`src/rtl/seq_div_nbit_pkg.sv`:
```
// Package shared by the sequential divider and its add/subtract stage.
//   state_e   : controller states (IDLE, RUN, DONE)
//   ADD / SUB : mode values for the add/subtract stage's k input
package seq_div_nbit_pkg;

    typedef enum logic [1:0] {
        IDLE = 2'd0,
        RUN  = 2'd1,
        DONE = 2'd2
    } state_e;

    localparam logic ADD = 1'b0;
    localparam logic SUB = 1'b1;

endpackage

```
`src/rtl/seq_div_nbit_addsub.sv`:
```
// Combinational ripple add/subtract, N bits wide.
//   a_i, b_i : operands
//   k_i      : 0 = add, 1 = subtract (b is inverted and k feeds the carry-in)
//   s_o      : sum / difference
//   cout_o   : carry out of the MSB
module addsub_nbit #(
    parameter int N = 5
) (
    input  logic [N-1:0] a_i,
    input  logic [N-1:0] b_i,
    input  logic         k_i,
    output logic [N-1:0] s_o,
    output logic         cout_o
);

    logic [N-1:0] b_x;
    logic [N:0]   c;

    assign b_x = b_i ^ {N{k_i}};

    always_comb begin
        c[0] = k_i;
        s_o  = '0;
        for (int i = 0; i < N; i++) begin
            s_o[i]  = a_i[i] ^ b_x[i] ^ c[i];
            c[i+1]  = (a_i[i] & b_x[i]) | (a_i[i] & c[i]) | (b_x[i] & c[i]);
        end
    end

    assign cout_o = c[N];

endmodule

```
`src/rtl/seq_div_nbit.sv`:
```
// Multi-cycle unsigned restoring divider, one quotient bit per clock.
//   clk_i, rst_n_i      : clock, asynchronous active-low reset
//   start_i             : request, accepted in IDLE or DONE only
//   dividend_i/divisor_i: operands, captured on acceptance
//   busy_o              : high while iterating (RUN)
//   done_o              : one-cycle pulse, results valid
//   quotient_o/remainder_o/div_by_zero_o : registered results, held until next done
//
// state | meaning
// IDLE  | waiting for start
// RUN   | iterating, count_q bits left
// DONE  | results presented, done_o high for this cycle
module seq_div_nbit
    import seq_div_nbit_pkg::*;
#(
    parameter int WIDTH = 4
) (
    input  logic             clk_i,
    input  logic             rst_n_i,
    input  logic             start_i,
    input  logic [WIDTH-1:0] dividend_i,
    input  logic [WIDTH-1:0] divisor_i,
    output logic             busy_o,
    output logic             done_o,
    output logic [WIDTH-1:0] quotient_o,
    output logic [WIDTH-1:0] remainder_o,
    output logic             div_by_zero_o
);

    localparam int CW = $clog2(WIDTH + 1);

    state_e           state_q, state_d;
    logic [WIDTH:0]   a_q, a_d;
    logic [WIDTH-1:0] q_q, q_d;
    logic [WIDTH-1:0] m_q, m_d;
    logic [CW-1:0]    count_q, count_d;
    logic [WIDTH-1:0] quot_q, quot_d;
    logic [WIDTH-1:0] rem_q, rem_d;
    logic             dbz_q, dbz_d;
    logic             busy_q, done_q;

    logic [WIDTH:0]   a_shift;
    logic [WIDTH:0]   trial;
    logic             unused_cout;
    logic             unused_a_msb;

    // A is always below M (< 2^WIDTH) between iterations, so its MSB is
    // zero and the shift only needs the low WIDTH bits.
    assign a_shift      = {a_q[WIDTH-1:0], q_q[WIDTH-1]};
    assign unused_a_msb = a_q[WIDTH];

    addsub_nbit #(.N(WIDTH + 1)) u_addsub (
        .a_i    (a_shift),
        .b_i    ({1'b0, m_q}),
        .k_i    (SUB),
        .s_o    (trial),
        .cout_o (unused_cout)
    );

    always_comb begin
        state_d = state_q;
        a_d     = a_q;
        q_d     = q_q;
        m_d     = m_q;
        count_d = count_q;
        quot_d  = quot_q;
        rem_d   = rem_q;
        dbz_d   = dbz_q;

        case (state_q)
            RUN: begin
                // Negative trial (MSB set) means restore: keep shifted A, quotient bit 0.
                a_d     = trial[WIDTH] ? a_shift : trial;
                q_d     = {q_q[WIDTH-2:0], ~trial[WIDTH]};
                count_d = count_q - CW'(1);
                if (count_q == CW'(1)) begin
                    state_d = DONE;
                    quot_d  = q_d;
                    rem_d   = a_d[WIDTH-1:0];
                    dbz_d   = 1'b0;
                end
            end
            default: begin
                state_d = IDLE;
                if (start_i) begin
                    if (divisor_i == '0) begin
                        state_d = DONE;
                        quot_d  = '1;
                        rem_d   = dividend_i;
                        dbz_d   = 1'b1;
                    end else begin
                        state_d = RUN;
                        a_d     = '0;
                        q_d     = dividend_i;
                        m_d     = divisor_i;
                        count_d = CW'(WIDTH);
                    end
                end
            end
        endcase
    end

    always_ff @(posedge clk_i or negedge rst_n_i) begin
        if (!rst_n_i) begin
            state_q <= IDLE;
            a_q     <= '0;
            q_q     <= '0;
            m_q     <= '0;
            count_q <= '0;
            quot_q  <= '0;
            rem_q   <= '0;
            dbz_q   <= 1'b0;
            busy_q  <= 1'b0;
            done_q  <= 1'b0;
        end else begin
            state_q <= state_d;
            a_q     <= a_d;
            q_q     <= q_d;
            m_q     <= m_d;
            count_q <= count_d;
            quot_q  <= quot_d;
            rem_q   <= rem_d;
            dbz_q   <= dbz_d;
            busy_q  <= (state_d == RUN);
            done_q  <= (state_d == DONE);
        end
    end

    assign busy_o        = busy_q;
    assign done_o        = done_q;
    assign quotient_o    = quot_q;
    assign remainder_o   = rem_q;
    assign div_by_zero_o = dbz_q;

endmodule

```
`config.mk`:
```
export PLATFORM = sky130hd
export DESIGN_NAME = seq_div_nbit
export DESIGN_NICKNAME = d
export VERILOG_FILES = /design/src/rtl/seq_div_nbit_pkg.sv /design/src/rtl/seq_div_nbit_addsub.sv /design/src/rtl/seq_div_nbit.sv
export SDC_FILE = /design/constraint.sdc
export NUM_CORES = 1
export LEC_CHECK = 0
export ABC_AREA = 1
export CAP_MARGIN = 20
export CORE_ASPECT_RATIO = 1.5
export CORE_MARGIN = 2
export CORE_UTILIZATION = 30
export DETAILED_ROUTE_END_ITERATION = 8
export GPL_TIMING_DRIVEN = 0
export MAX_ROUTING_LAYER = met4
export SLEW_MARGIN = 0
export SYNTH_ARGS = -nofsm -noshare
export SYNTH_HDL_FRONTEND = slang
export SYNTH_SLANG_ARGS = --single-unit
export TNS_END_PERCENT = 100
```
`constraint.sdc`:
```
create_clock -name clk_i -period 4.25 [get_ports clk_i]
set_input_delay 1.275 -clock clk_i [delete_from_list [all_inputs] [get_ports clk_i]]
set_output_delay 1.275 -clock clk_i [all_outputs]
set_load 0.05 [all_outputs]
```
# After elaboration in Yosys (flattened, before gate mapping)
# Cells that the tools add are included.
# W data, S select, Z words.
[word_totals] ff_bits=28 in_bits=11 out_inout_bits=11 elab_cells=81
[classes] n_addsub=1 eq_ne=6 n_mux=26 bitwise=32 reduce_logical=6
[ops] operator="$mux W4" n=15
[ops] operator="$and A1 B1 Y1" n=10
[ops] operator="$mux W3" n=3
[ops] operator="$xor A1 B1 Y1" n=9
[ops] operator="$mux W2" n=4
[ops] operator="$or A1 B1 Y1" n=8
[ops] operator="$reduce_and A3 Y1" n=2
[ops] operator="$not A4 Y5" n=1
[ops] operator="$eq A2 B1 Y1 const B" n=2
[ops] operator="$logic_not A4 Y1" n=1
[ops] operator="$mux W1" n=4
[ops] operator="$not A1 Y1" n=4
[ops] operator="$reduce_bool A2 Y1" n=2
[ops] operator="$eq A3 B1 Y1 const B" n=1
[ops] operator="$sub A3 B1 Y3 const B" n=1
[ops] operator="$eq A2 B2 Y1 const B" n=1
[ops] operator="$ne A2 B1 Y1 const B" n=1
[ops] operator="$ne A2 B2 Y1 const B" n=1
[ops] operator="$reduce_and A2 Y1" n=1

# Logic depth before layout (Yosys ltp)
[depth] ltp_word=17 mapped_depth=14 mapped_depth_nobuf=14

# Cells and area by module
# Synthesis repeated with hierarchy kept, for this count alone.
[unflattened] cells_unflattened=195 area_unflattened_um2=1577.8
[by_module_without_submodules] module="seq_div_nbit" n_inst=1 cells_per_inst=161 area_per_inst_um2=1385.1 seq_area_each_um2=700.7
[by_module_without_submodules] module="addsub_nbit" n_inst=1 cells_per_inst=34 area_per_inst_um2=192.7 seq_area_each_um2=0.0

# Worst setup path before layout
# OpenSTA, ideal clock, no wires.
[synth_timing] kind="register to register" startpoint="register q_q[3]" endpoint="register rem_q[1] (netlist: remainder_o[1])" setup_time_ns=0.118 arrival_time_ns=2.036 t_required_ns=4.132 setup_slack_ns=2.096 path_stages_with_launch=15 n_path_buf=0 synth_period_minus_slack_ns=2.154 path_cell_list="dfrtp_1 -> inv_1 -> ha_1 -> inv_1 -> fa_1 -> fa_1 -> inv_1 -> fa_1 -> inv_1 -> nand2_1 -> nand2_1 -> nand3_1 -> nand3_1 -> nand2_1 -> nand2_1"
[synth_between] elab_chain_len=16 elab_cells_between_ends=20 cone_classes="mux (3); bitwise (17)"
[synth_lines] item="from (decl)" line="seq_div_nbit.sv:34" text="logic [WIDTH-1:0] q_q, q_d;"
[synth_lines] item="from (signal assigned)" line="seq_div_nbit.sv:118" text="q_q <= q_d;"
[synth_lines] item="$and A1 B1 Y1" line="seq_div_nbit_addsub.sv:26" text="c[i+1] = (a_i[i] & b_x[i]) | (a_i[i] & c[i]) | (b_x[i] & c[i]);"
[synth_lines] item="$or A1 B1 Y1 * (2 in series)" line="seq_div_nbit_addsub.sv:26"
[synth_lines] item="$and A1 B1 Y1" line="seq_div_nbit_addsub.sv:26"
[synth_lines] item="$or A1 B1 Y1 (2 in series)" line="seq_div_nbit_addsub.sv:26"
[synth_lines] item="$and A1 B1 Y1" line="seq_div_nbit_addsub.sv:26"
[synth_lines] item="$or A1 B1 Y1 (2 in series)" line="seq_div_nbit_addsub.sv:26"
[synth_lines] item="$and A1 B1 Y1" line="seq_div_nbit_addsub.sv:26"
[synth_lines] item="$or A1 B1 Y1 (2 in series)" line="seq_div_nbit_addsub.sv:26"
[synth_lines] item="$xor A1 B1 Y1" line="seq_div_nbit_addsub.sv:25" text="s_o[i] = a_i[i] ^ b_x[i] ^ c[i];"
[synth_lines] item="$mux W4 *" line="seq_div_nbit.sv:73" text="a_d = trial[WIDTH] ? a_shift : trial;"
[synth_lines] item="$mux W4 *" line="seq_div_nbit.sv:76" text="if (count_q == CW'(1)) begin"
[synth_lines] item="$mux W4 *" line="seq_div_nbit.sv:70" text="case (state_q)"
[synth_lines] item="to (signal assigned)" line="seq_div_nbit.sv:122" text="rem_q <= rem_d;"
[synth_lines] item="to (decl)" line="seq_div_nbit.sv:38" text="logic [WIDTH-1:0] rem_q, rem_d;"
# Every way passes the cells marked *; elsewhere a longest branch is shown, timed or not. The select of a mux whose other input is x is not followed.
# A chain may end at the register's enable or synchronous reset.

# Final worst setup path
[layout_timing] startpoint="register dbz_q (netlist: div_by_zero_o)" endpoint="output div_by_zero_o"
[layout_lines] item="from (decl)" line="seq_div_nbit.sv:39" text="logic dbz_q, dbz_d;"
[layout_lines] item="from (signal assigned)" line="seq_div_nbit.sv:123" text="dbz_q <= dbz_d;"
[layout_lines] item="to (decl)" line="seq_div_nbit.sv:27" text="output logic div_by_zero_o"
# No word-level cell between the ends.

==> results.cfg <==
[clocking]
cts-root-buf = clkbuf_8
cts.sinks = 28
h-tree-depth = 1
cts_resized = 0
clk_pin_slew_ns = 0.09
clockBufferDepth = 2
cts_hold_buf = 0
cts_buffers = 3
insertion_delay_ns = 0.28
postCtsSetupRepairBufs = 0
cts_tree = done

[finish]
instances_no_fill = 236
synthToLayoutAreaGrowth_pct = 25.5
drive_above_1_share = 0.0851
nNetsFinal = 206
fill_cells = 472
antenna_cells = 0

[synth]
synth-adder-area-share = 0.0705
ys.warnings.count = 0
synthSimpleGateAreaFrac = 0.260
syn_inst = 162
synth_compound_area_frac = 0.0732
synthesis.area_mm2 = 0.00139
syn_area_per_cell_um2 = 8.55
syn_nets = 179
ys_seq_elements = 28
synth_top_family_by_area = simple AND/OR/NAND/NOR gates
synth_mux_area_frac = 0
synth-xor-area-share = 0
ys_types = 19
yosysSeqAreaShare = 0.506

[floorplanning]
die_h_um = 87.2
io_pins = 22
rows = 30
die-area_mm2 = 0.00519
core-area_mm2 = 0.00447
die_x_um = 59.5
initial_utilization = 0.310

[sta]
period_needed_ns = 2.72
worst_slew_pin_slew_ns = 0.641
setup_violations = 0
setup_tns_ns = 0
slew_viol_final = 0
relSlewSlack = 0.571
period_share = 0.639
grt_setup_unrepaired = no
finalHoldViolCount = 0
clock_skew_ns = 0.00512
maxClockFrequency_mhz = 368

[route]
vias_per_cell = 4.55
detail-route-antenna-nets = 0
num_vias = 1073
wl_mm = 2.70
drc = 0
drtPass1Iterations = 3
avgRoutedWirePerCell_um = 11.4
dr.first_iter.drc_count = 27

[global_routing]
overflow = 0
grt_pass1_vias = 1076
track_usage = 0.129
grt_pass1_wl_mm = 4.80
antenna_found_initial = 0
grt_max_degree = 18

[setup_path]
cp_slowest_cell = clkdlybuf4s50_1
crit_chain = clkdlybuf4s50_1
critPathCaptureType = primary output
critPathKind = flop to primary output
crit_family = buffers and inverters
startpoint_type = flop
cp.required_ns = 2.97
critPathMaxFanout = 2
worstPathArrival_ns = 1.44
crit_buf_inv = 1
max_stage_delay_ns = 0.80

[worst_hold_path]
min-delay-path-class = flop to flop

[placed_design]
gp_congestion = 0.724
dp_hpwl_mm = 2.14
place_inst = 232
io_buffers = 21

[pwr]
total_power_uw = 1410
max-vdd-ir-drop_mv = 0.396
leakage_uw = 0.000880
power_density_mw_per_mm2 = 810

[status]
outcome = complete, no violations

[job]
cap_violations = 0
per-layer routing:
metal,vias up,global-route usage,part of all wire
li1,558,-,-
met1,491,0.147,0.43
met2,19,0.219,0.52
met3,5,0.00892,0.023
met4,0,0.0682,0.028
met5,-,-,0
logic make-up (layout without fill, tap and decap cells):
| family | count (synthesis) | count (layout) |
|---|---|---|
| simple gates | 83 | 83 |
| flops | 28 | 28 |
| buf+inv | 27 | 53 |
| compound gates | 18 | 18 |
| fa+ha+maj | 6 | 6 |
placed cells by master (no fill, tap or decap):
cell / n
buf_16: 1
inv_1: 20
a21oi_1: 2
nand2_1: 50
clkbuf_8: 4
ha_1: 3
o21ai_0: 7
o21ai_1: 8
a21oi_4: 1
fa_1: 3
nor2_4: 1
buf_2: 1
nand3_1: 24
dfrtp_1: 28
nand4_1: 1
clkdlybuf4s50_1: 21
buf_6: 2
inv_2: 2
buf_4: 2
nand2_2: 1
nand3_2: 1
nor2_1: 5
Yosys cell counts, drive strengths merged:
library cell	number	area, µm²
nand2	51	194
ha	3	37.5
dfrtp	28	701
a21oi	3	26.3
nand3	25	130
inv	22	82.6
nor2	6	30.0
o21ai	15	75.1
buf	5	42.5
fa	3	60.1
nand4	1	6.26
final cells by class:
type / count / area, µm² / area share
Buffer: 5 / 42.5 / 0.0245
Inverter: 22 / 82.6 / 0.0475
Tap cell: 48 / 60.1 / 0.0346
Multi-Input combinational cell: 107 / 559 / 0.322
Timing Repair Buffer: 22 / 238 / 0.137
Sequential cell: 28 / 701 / 0.403
Clock buffer: 4 / 55.1 / 0.0317
power breakdown:
| part | switching, µW | internal, µW |
|---|---|---|
| clock network | 82.1 | 83.0 |
| registers | 61.8 | 388 |
| logic | 511 | 282 |
| total | 654 | 754 |
worst paths after layout:
path / startpoint / end / slack (ns) / cells past startpoint
max in group asynchronous: rst_n_i / remainder_o[0] / 2.36 / 2
worst min register to register: div_by_zero_o / div_by_zero_o / 0.50 / 2
worst max register to register: q_q[3] / remainder_o[0] / 1.86 / 14
worst max-delay path: div_by_zero_o / div_by_zero_o / 1.53 / 1
worst min-delay path: div_by_zero_o / div_by_zero_o / 0.50 / 2
min in group asynchronous: rst_n_i / busy_o / 1.39 / 1
registers in the layout, indices dropped and copies added (netlist names):
signal / flops
a_q: 4
busy_o: 1
count_q: 3
div_by_zero_o: 1
done_o: 1
m_q: 4
q_q: 4
quotient_o: 4
remainder_o: 4
state_q: 2
per-stage QoR:
step	setup slack [ns]	hold slack (ns)	cell area, µm²	utilization
finish	1.53	0.496	1740	0.389
global placement	1.42	0.467	1660	0.371
floorplan	2.10	0.453	1390	-
CTS	1.51	0.499	1740	0.389
detailed placement	1.62	0.475	1680	0.377
global route	1.47	0.540	1740	0.389
Note: power is estimated with default switching activity, not from simulation.
